**config.mk**
```make
export PLATFORM = sky130hd
export DESIGN_NAME = alu_issue_stage
export DESIGN_NICKNAME = d
export VERILOG_FILES = /design/src/rtl/alu_issue_stage.sv
export SDC_FILE = /design/constraint.sdc
export NUM_CORES = 1
export LEC_CHECK = 0
export ABC_AREA = 1
export BUFFER_PORTS_ARGS = -buffer_cell sky130_fd_sc_hd__buf_2
export CORE_MARGIN = 2
export CORE_UTILIZATION = 41
export DETAILED_ROUTE_END_ITERATION = 16
export HOLD_SLACK_MARGIN = 0.08
export PLACE_DENSITY_LB_ADDON = 0.3
export SYNTH_ARGS = -nofsm -noshare
export SYNTH_HDL_FRONTEND = slang
export SYNTH_SLANG_ARGS = --single-unit
```
**constraint.sdc**
```tcl
create_clock -name clk -period 1.2 [get_ports clk]
set_input_delay 0.18 -clock clk [delete_from_list [all_inputs] [get_ports clk]]
set_output_delay 0.18 -clock clk [all_outputs]
set_load 0.01 [all_outputs]
```
**src/rtl/alu_issue_stage.sv**
```systemverilog
// alu_issue_stage: ID/EX pipeline register and operand-issue stage.
// Decodes ALUOp/funct into the 3-bit ALU Signal, registers the ID fields,
// detects load-use hazards and resolves RAW hazards by forwarding.
// Optional feature macro: ALU_ISSUE_FWD_EN enables the EX/MEM and MEM/WB
// forwarding muxes; without it the operands come straight from the register.
module alu_issue_stage (
  input  logic        clk,
  input  logic        rst_n,
  input  logic        id_valid,
  input  logic [31:0] id_rs_data,
  input  logic [31:0] id_rt_data,
  input  logic [31:0] id_imm,
  input  logic [4:0]  id_rs,
  input  logic [4:0]  id_rt,
  input  logic [4:0]  id_rd,
  input  logic [1:0]  id_aluop,
  input  logic [5:0]  id_funct,
  input  logic        id_alusrc,
  input  logic        id_memread,
  input  logic        id_regwrite,
  input  logic        stall,
  input  logic        flush,
  input  logic        exmem_regwrite,
  input  logic [4:0]  exmem_rd,
  input  logic [31:0] exmem_result,
  input  logic        memwb_regwrite,
  input  logic [4:0]  memwb_rd,
  input  logic [31:0] memwb_result,
  output logic [31:0] dataA,
  output logic [31:0] dataB,
  output logic [2:0]  Signal,
  output logic [31:0] ex_store_data,
  output logic        ex_valid,
  output logic        ex_memread,
  output logic        ex_regwrite,
  output logic [4:0]  ex_rd,
  output logic        ex_illegal,
  output logic        id_stall
);

  localparam logic [2:0] SIG_AND = 3'b000;
  localparam logic [2:0] SIG_OR  = 3'b001;
  localparam logic [2:0] SIG_ADD = 3'b010;
  localparam logic [2:0] SIG_SUB = 3'b110;
  localparam logic [2:0] SIG_SLT = 3'b111;

  typedef struct packed {
    logic        valid;
    logic [4:0]  rs;
    logic [4:0]  rt;
    logic [4:0]  rd;
    logic [31:0] rsData;
    logic [31:0] rtData;
    logic [31:0] imm;
    logic        aluSrc;
    logic        memRead;
    logic        regWrite;
    logic [2:0]  signal;
    logic        illegal;
  } exReg_t;

  exReg_t      ex_q;
  exReg_t      ex_d;
  logic [2:0]  decSignal;
  logic        decIllegal;
  logic [31:0] fwdRs;
  logic [31:0] fwdRt;

  // Translate ALUOp/funct into the ALU operation code while still in ID
  always_comb begin
    decSignal  = SIG_ADD;
    decIllegal = 1'b0;
    case (id_aluop)
      2'b00: decSignal = SIG_ADD;
      2'b01: decSignal = SIG_SUB;
      2'b11: decSignal = SIG_OR;
      default: begin
        case (id_funct)
          6'b100000: decSignal = SIG_ADD;
          6'b100010: decSignal = SIG_SUB;
          6'b100100: decSignal = SIG_AND;
          6'b100101: decSignal = SIG_OR;
          6'b101010: decSignal = SIG_SLT;
          default: begin
            decSignal  = SIG_ADD;
            decIllegal = 1'b1;
          end
        endcase
      end
    endcase
  end

  // A load in EX whose destination is read by the ID instruction needs one bubble
  assign id_stall = ex_q.valid & ex_q.memRead & (ex_q.rd != 5'd0) & id_valid &
                    ((id_rs == ex_q.rd) | (id_rt == ex_q.rd));

  // Next EX contents: flush beats stall, stall beats the load-use bubble
  always_comb begin
    ex_d = ex_q;
    if (flush) begin
      ex_d = '0;
    end else if (stall) begin
      ex_d = ex_q;
    end else if (id_stall) begin
      ex_d = '0;
    end else begin
      ex_d.valid    = id_valid;
      ex_d.rs       = id_rs;
      ex_d.rt       = id_rt;
      ex_d.rd       = id_rd;
      ex_d.rsData   = id_rs_data;
      ex_d.rtData   = id_rt_data;
      ex_d.imm      = id_imm;
      ex_d.aluSrc   = id_alusrc;
      ex_d.memRead  = id_memread;
      ex_d.regWrite = id_regwrite;
      ex_d.signal   = decSignal;
      ex_d.illegal  = decIllegal & id_valid;
    end
  end

  // ID/EX register, cleared asynchronously so reset always leaves a bubble
  always_ff @(posedge clk or negedge rst_n) begin
    if (!rst_n) begin
      ex_q <= '0;
    end else begin
      ex_q <= ex_d;
    end
  end

`ifdef ALU_ISSUE_FWD_EN
  // Pick the newest producer of each source operand; r0 is hardwired zero
  always_comb begin
    fwdRs = ex_q.rsData;
    if (exmem_regwrite && (exmem_rd != 5'd0) && (exmem_rd == ex_q.rs)) begin
      fwdRs = exmem_result;
    end else if (memwb_regwrite && (memwb_rd != 5'd0) && (memwb_rd == ex_q.rs)) begin
      fwdRs = memwb_result;
    end
    fwdRt = ex_q.rtData;
    if (exmem_regwrite && (exmem_rd != 5'd0) && (exmem_rd == ex_q.rt)) begin
      fwdRt = exmem_result;
    end else if (memwb_regwrite && (memwb_rd != 5'd0) && (memwb_rd == ex_q.rt)) begin
      fwdRt = memwb_result;
    end
  end
`else
  logic unusedFwd;

  // Without forwarding the operands are exactly the values read in ID
  assign fwdRs     = ex_q.rsData;
  assign fwdRt     = ex_q.rtData;
  assign unusedFwd = ^{exmem_regwrite, exmem_rd, exmem_result,
                       memwb_regwrite, memwb_rd, memwb_result};
`endif

  // Drive the ALU operands and the registered control bits
  assign dataA         = fwdRs;
  assign dataB         = ex_q.aluSrc ? ex_q.imm : fwdRt;
  assign ex_store_data = fwdRt;
  assign Signal        = ex_q.signal;
  assign ex_valid      = ex_q.valid;
  assign ex_memread    = ex_q.memRead;
  assign ex_regwrite   = ex_q.regWrite;
  assign ex_rd         = ex_q.rd;
  assign ex_illegal    = ex_q.illegal;

endmodule

```
After elaboration in Yosys (flattened, before gate mapping) --
Index checks and enable logic that the tools add are counted.
Storage, ports and cells: bits in registers 109, input bits 203, ROM bits 0, memories 0, latch bits 0, word-level logic and storage cells 38, memory bits (writable) 0
Cells by class: divide/modulo/power cells 0, multiplexer cells 8, $mul 0, eq/ne operators 10, reductions and logical operators 4, $lt $le $gt $ge 0, shift-type cells 0, $add $sub $neg 0, bitwise logic cells 6
Operator list (count):
- $mux 119 | 3
- $mux 32 | 1
- $eq 6x6->1 const B | 5
- $pmux 3 s4 | 1
- $eq 5x5->1 | 2
- $pmux 3 s3 | 1
- $and 1x1->1 | 5
- $reduce_bool 5->1 | 1
- $reduce_or 5->1 | 1
- $reduce_or 3->1 | 1
- $eq 2x1->1 const B | 1
- $eq 2x2->1 const B | 1
- $logic_not 2->1 | 1
- $mux 1 | 2
- $ne 2x1->1 const B | 1
- $or 1x1->1 | 1

Logic depth before layout (Yosys ltp) --
depth after elaboration 8, depth in mapped cells 11, gate-level depth less buffers 9

Worst setup path before layout --
No wires, ideal clock.
path kind flip-flop to flip-flop, start point reg ex_q (netlist bit ex_rd[4]), end point reg ex_q (netlist bit dataA[10]), stages on the path, launching flop included 12, library setup time 118 ps, data arrival time 1181 ps, slack -99 ps, data required time 1082 ps, cell sequence dfrtp_1 -> inv_1 -> nand2_1 -> nand2_1 -> nor2_1 -> nand3_1 -> nand2_1 -> nand2_1 -> buf_6 -> buf_6 -> nand3_1 -> nand2_1
Between the ends: longest elaborated chain between the ends 7
Ends and longest elaborated chain:
- from (decl) | line 62 | exReg_t ex_q;
- from (signal assigned) | line 125 | ex_q <= '0;
- from (signal assigned) | line 127 | ex_q <= ex_d;
- $reduce_bool 5->1 | line 94 | assign id_stall = ex_q.valid & ex_q.memRead & (ex_q.rd != 5'd0) & id_valid &
- $and 1x1->1 (2 in series) | line 94
- $and 1x1->1 * | line 94
- $mux 119 * | line 104 | end else if (id_stall) begin
- $mux 119 * | line 102 | end else if (stall) begin
- $mux 119 * | line 100 | if (flush) begin
Mark *: on every way between the ends. The rest lies on a longest branch, timed or not. The select of a mux whose other input is x is not followed. A chain may end at the register's enable or synchronous reset.

Worst setup path after layout --
start point reg ex_q[6] (netlist bit), end point out dataB[12]
Between the ends: longest elaborated chain between the ends 1
Ends and longest elaborated chain:
- $mux 32 | line 159 | assign dataB = ex_q.aluSrc ? ex_q.imm : fwdRt;
- to (decl) | line 30 | output logic [31:0] dataB,
No other way between the ends.

==> results.md <==
* Outcome: finished with violations
* Failing checks: setup timing
* Seq/Total Area, Yosys at 48.7%
* CTS buffer count at 9
* Synth top cells by count: nand2_1 (249), nand3_1 (115), dfrtp_1 (109)
* Cells after Synth at 666
* Crit path time final at 1.76 ns
* Final Power at 0.00910 W
* Drt wl/cell at 16.9 um
* Synth area leaders: dfrtp_1 (49%), nand2_1 (17%), nand3_1 (10%)
* Largest net degree at the start of global routing at 57
* P_leak at 4.95 nW
* Drt initial violations at 345
* R2R depth at 12
* Antenna Violating Nets Remaining at 0
* Reg2reg start: ex_rd[2]
* Clk buf depth at 2
* F_max at 567 MHz
* Yosys reg bits at 109
* Worst Path Arrival at 1.58 ns
* Peak VDD IR at 0.000795 V
* Cell area after synthesis at 5600 sq um
* Yosys Warn Count at 0
* Max-Slew Margin vs Limit at 76.0%
* Initial antenna violation count at 0
* Least-Margin Pin Slew at 0.359 ns
* Nets@finish at 1153
* Leading area contributor after synthesis: dfrtp_1
* Gr ovfl total at 0
* Synth-to-layout area growth at 59.1%
* Worst Slack Setup Final at -0.563 ns
* CTS clk-pin slew, worst paths at 0.07 ns
* First-pass GRT wire length at 26600 um
* Hold depth at 3
* Port bufs at 235
* Final Skew at 0.0108 ns
* Dpl hpwl at 9790 um
* Pwr Density at 1020 nW/um^2
* Worst-Skew Late Latency at 0.35 ns
* CP endpoint kind: output pin
* Die W at 121 um
* Syn_nets at 869
* WL final at 19200 um
* Async SR Flop Fraction at 100%
* Share of layout cells above drive strength 1 at 38.8%
* Overall routing resource usage at 22.9%
* Synth top area share at 48.7%
* Min-Delay Path Class: in -> reg
* Max H-tree Level at 3
* Kind of critical path: reg -> out
* Fin. Hold Viols at 0
* DRC Markers at 0
* Syn Area/Cell at 8.41 sq um
* Max Cap Viol at 0
* Final GP Congestion at 0.824
* Distinct cells, synth at 17
* Hold_sp: id_rd[2]
* Final count of pins violating max slew at 0
* Clock root buffer master: clkbuf_16
* Standard cell core area at 13300 sq um
* Hold endpoint: ex_rd[2]
* Core Rows at 42
* Final period util at 147%
* Vias in the first global route at 5470
* Via count at 5566
* WP data required at 1.02 ns
* Routed vias/inst at 4.92
* Worst R2R Setup Slack at -0.54 ns
* Most common cell in the netlist: nand2_1
* Die height at 121 um
* RSZ-0062 raised after global routing: true
* Die area at 14600 sq um
* Setup violations, final at 144
* Post-synth EDFFs at 0
* Synth Flop Type: dfrtp_1
* RR Endpoint: ex_store_data[8]
* Initial core utilization at 42.1%
* CP max FO at 5
* I/O pins at 312
* Setup crit start kind: flip-flop
* DP Worst Slack at -0.285 ns
* Clock sinks at 109
* DR pass1 iterations at 5
* CTS tree: yes
-- through the flow --
stage	TNS, ns	util (%)	hold slack [ns]	instances	area, sq um
2_1_floorplan	-9.46	-	-0.116	666	5610
6_report	-65.35	67.1	0.106	1132	8910
5_1_grt	-78.42	67.0	0.112	1131	8910
4_1_cts	-57.03	61.9	0.0801	1115	8230
3_3_place_gp	-24.32	49.1	0.0629	987	6530
3_5_place_dp	-28.58	49.1	0.0621	987	6530
-- sequential cells by signal (all words and copies together), names as in the netlist --
signal and flops:
ex_regwrite 1, ex_store_data 32, ex_valid 1, ex_memread 1, ex_rd 5, ex_illegal 1, Signal 3, ex_q 33
dataA 32
-- routing by layer --
| layer | vias up | part of all wire [%] | GRT usage, % |
|---|---|---|---|
| met5 | - | 0 | 0 |
| met4 | 0 | 4.0 | 12.3 |
| met3 | 69 | 6.4 | 4.18 |
| met2 | 269 | 50 | 37.8 |
| met1 | 2594 | 39 | 28.4 |
| li1 | 2634 | - | - |
-- power by group --
group	internal, W	leakage, nW	total (W)	switching [W]
sequential	0.00388	1.44	0.00402	0.000147
combinational	0.000995	3.35	0.00184	0.000847
clock	0.00184	0.160	0.00323	0.00139
-- worst max-delay path, cell delays in order (launching register included) --
cell       delay, ns
dfrtp_2         0.43
buf_12          0.15
clkbuf_16       0.16
mux2_2          0.36
buf_6           0.14
-- area by class of cell --
| class | count | area [sq um] |
|---|---|---|
| inverter | 24 | 95.1 |
| antenna | 1 | 2.50 |
| clock buffer | 9 | 225 |
| sequential | 109 | 2730 |
| multi-input combinational | 423 | 2270 |
| tap | 176 | 220 |
| timing repair buffer | 383 | 3270 |
| clock inverter | 7 | 96.3 |
| fill | 1006 | 4380 |
-- layout by cell type, fill, tap and decap left out, drive strengths merged --
| cell type | instances |
|---|---|
| nand4 | 2 |
| nand2 | 249 |
| nor2 | 17 |
| inv | 25 |
| mux2 | 32 |
| nand3b | 2 |
| o21ai | 2 |
| clkinv | 4 |
| diode | 1 |
| dlygate4sd3 | 104 |
| buf | 267 |
| o21bai | 1 |
| dfrtp | 109 |
| nor3 | 1 |
| xnor2 | 2 |
| nand3 | 115 |
| bufinv | 2 |
| clkbuf | 21 |
-- how the worst max path moves through the flow --
stage	endpoint	depth (start not counted)	slack [ns]	from
floorplan	dataA[10]	11	-0.1	ex_rd[1]
global placement	id_stall	10	-0.26	ex_rd[1]
detailed placement	id_stall	10	-0.28	ex_rd[1]
CTS	id_stall	10	-0.56	ex_rd[2]
global route	id_stall	10	-0.65	ex_rd[4]
finish	dataB[12]	4	-0.56	ex_q[6]
-- kinds of logic after synthesis --
group	after synthesis	synth area share (%)
xor gates and xnor gates	2	0.313
muxes	32	6.43
AOI/OAI and AO/OA	3	0.313
buffers and inverters	134	15.5
DFF	109	48.7
and+or+nand+nor	386	28.7
-- timing repair --
item	in CTS	in global routing
gates resized for setup	35	92
endpoints found under the setup margin	144	148
hold buffers	104	0
pin swaps	4	12
gates cloned	3	14
hold endpoints to repair	212	0
setup buffers	5	6
(Power assumes the default switching activity.)
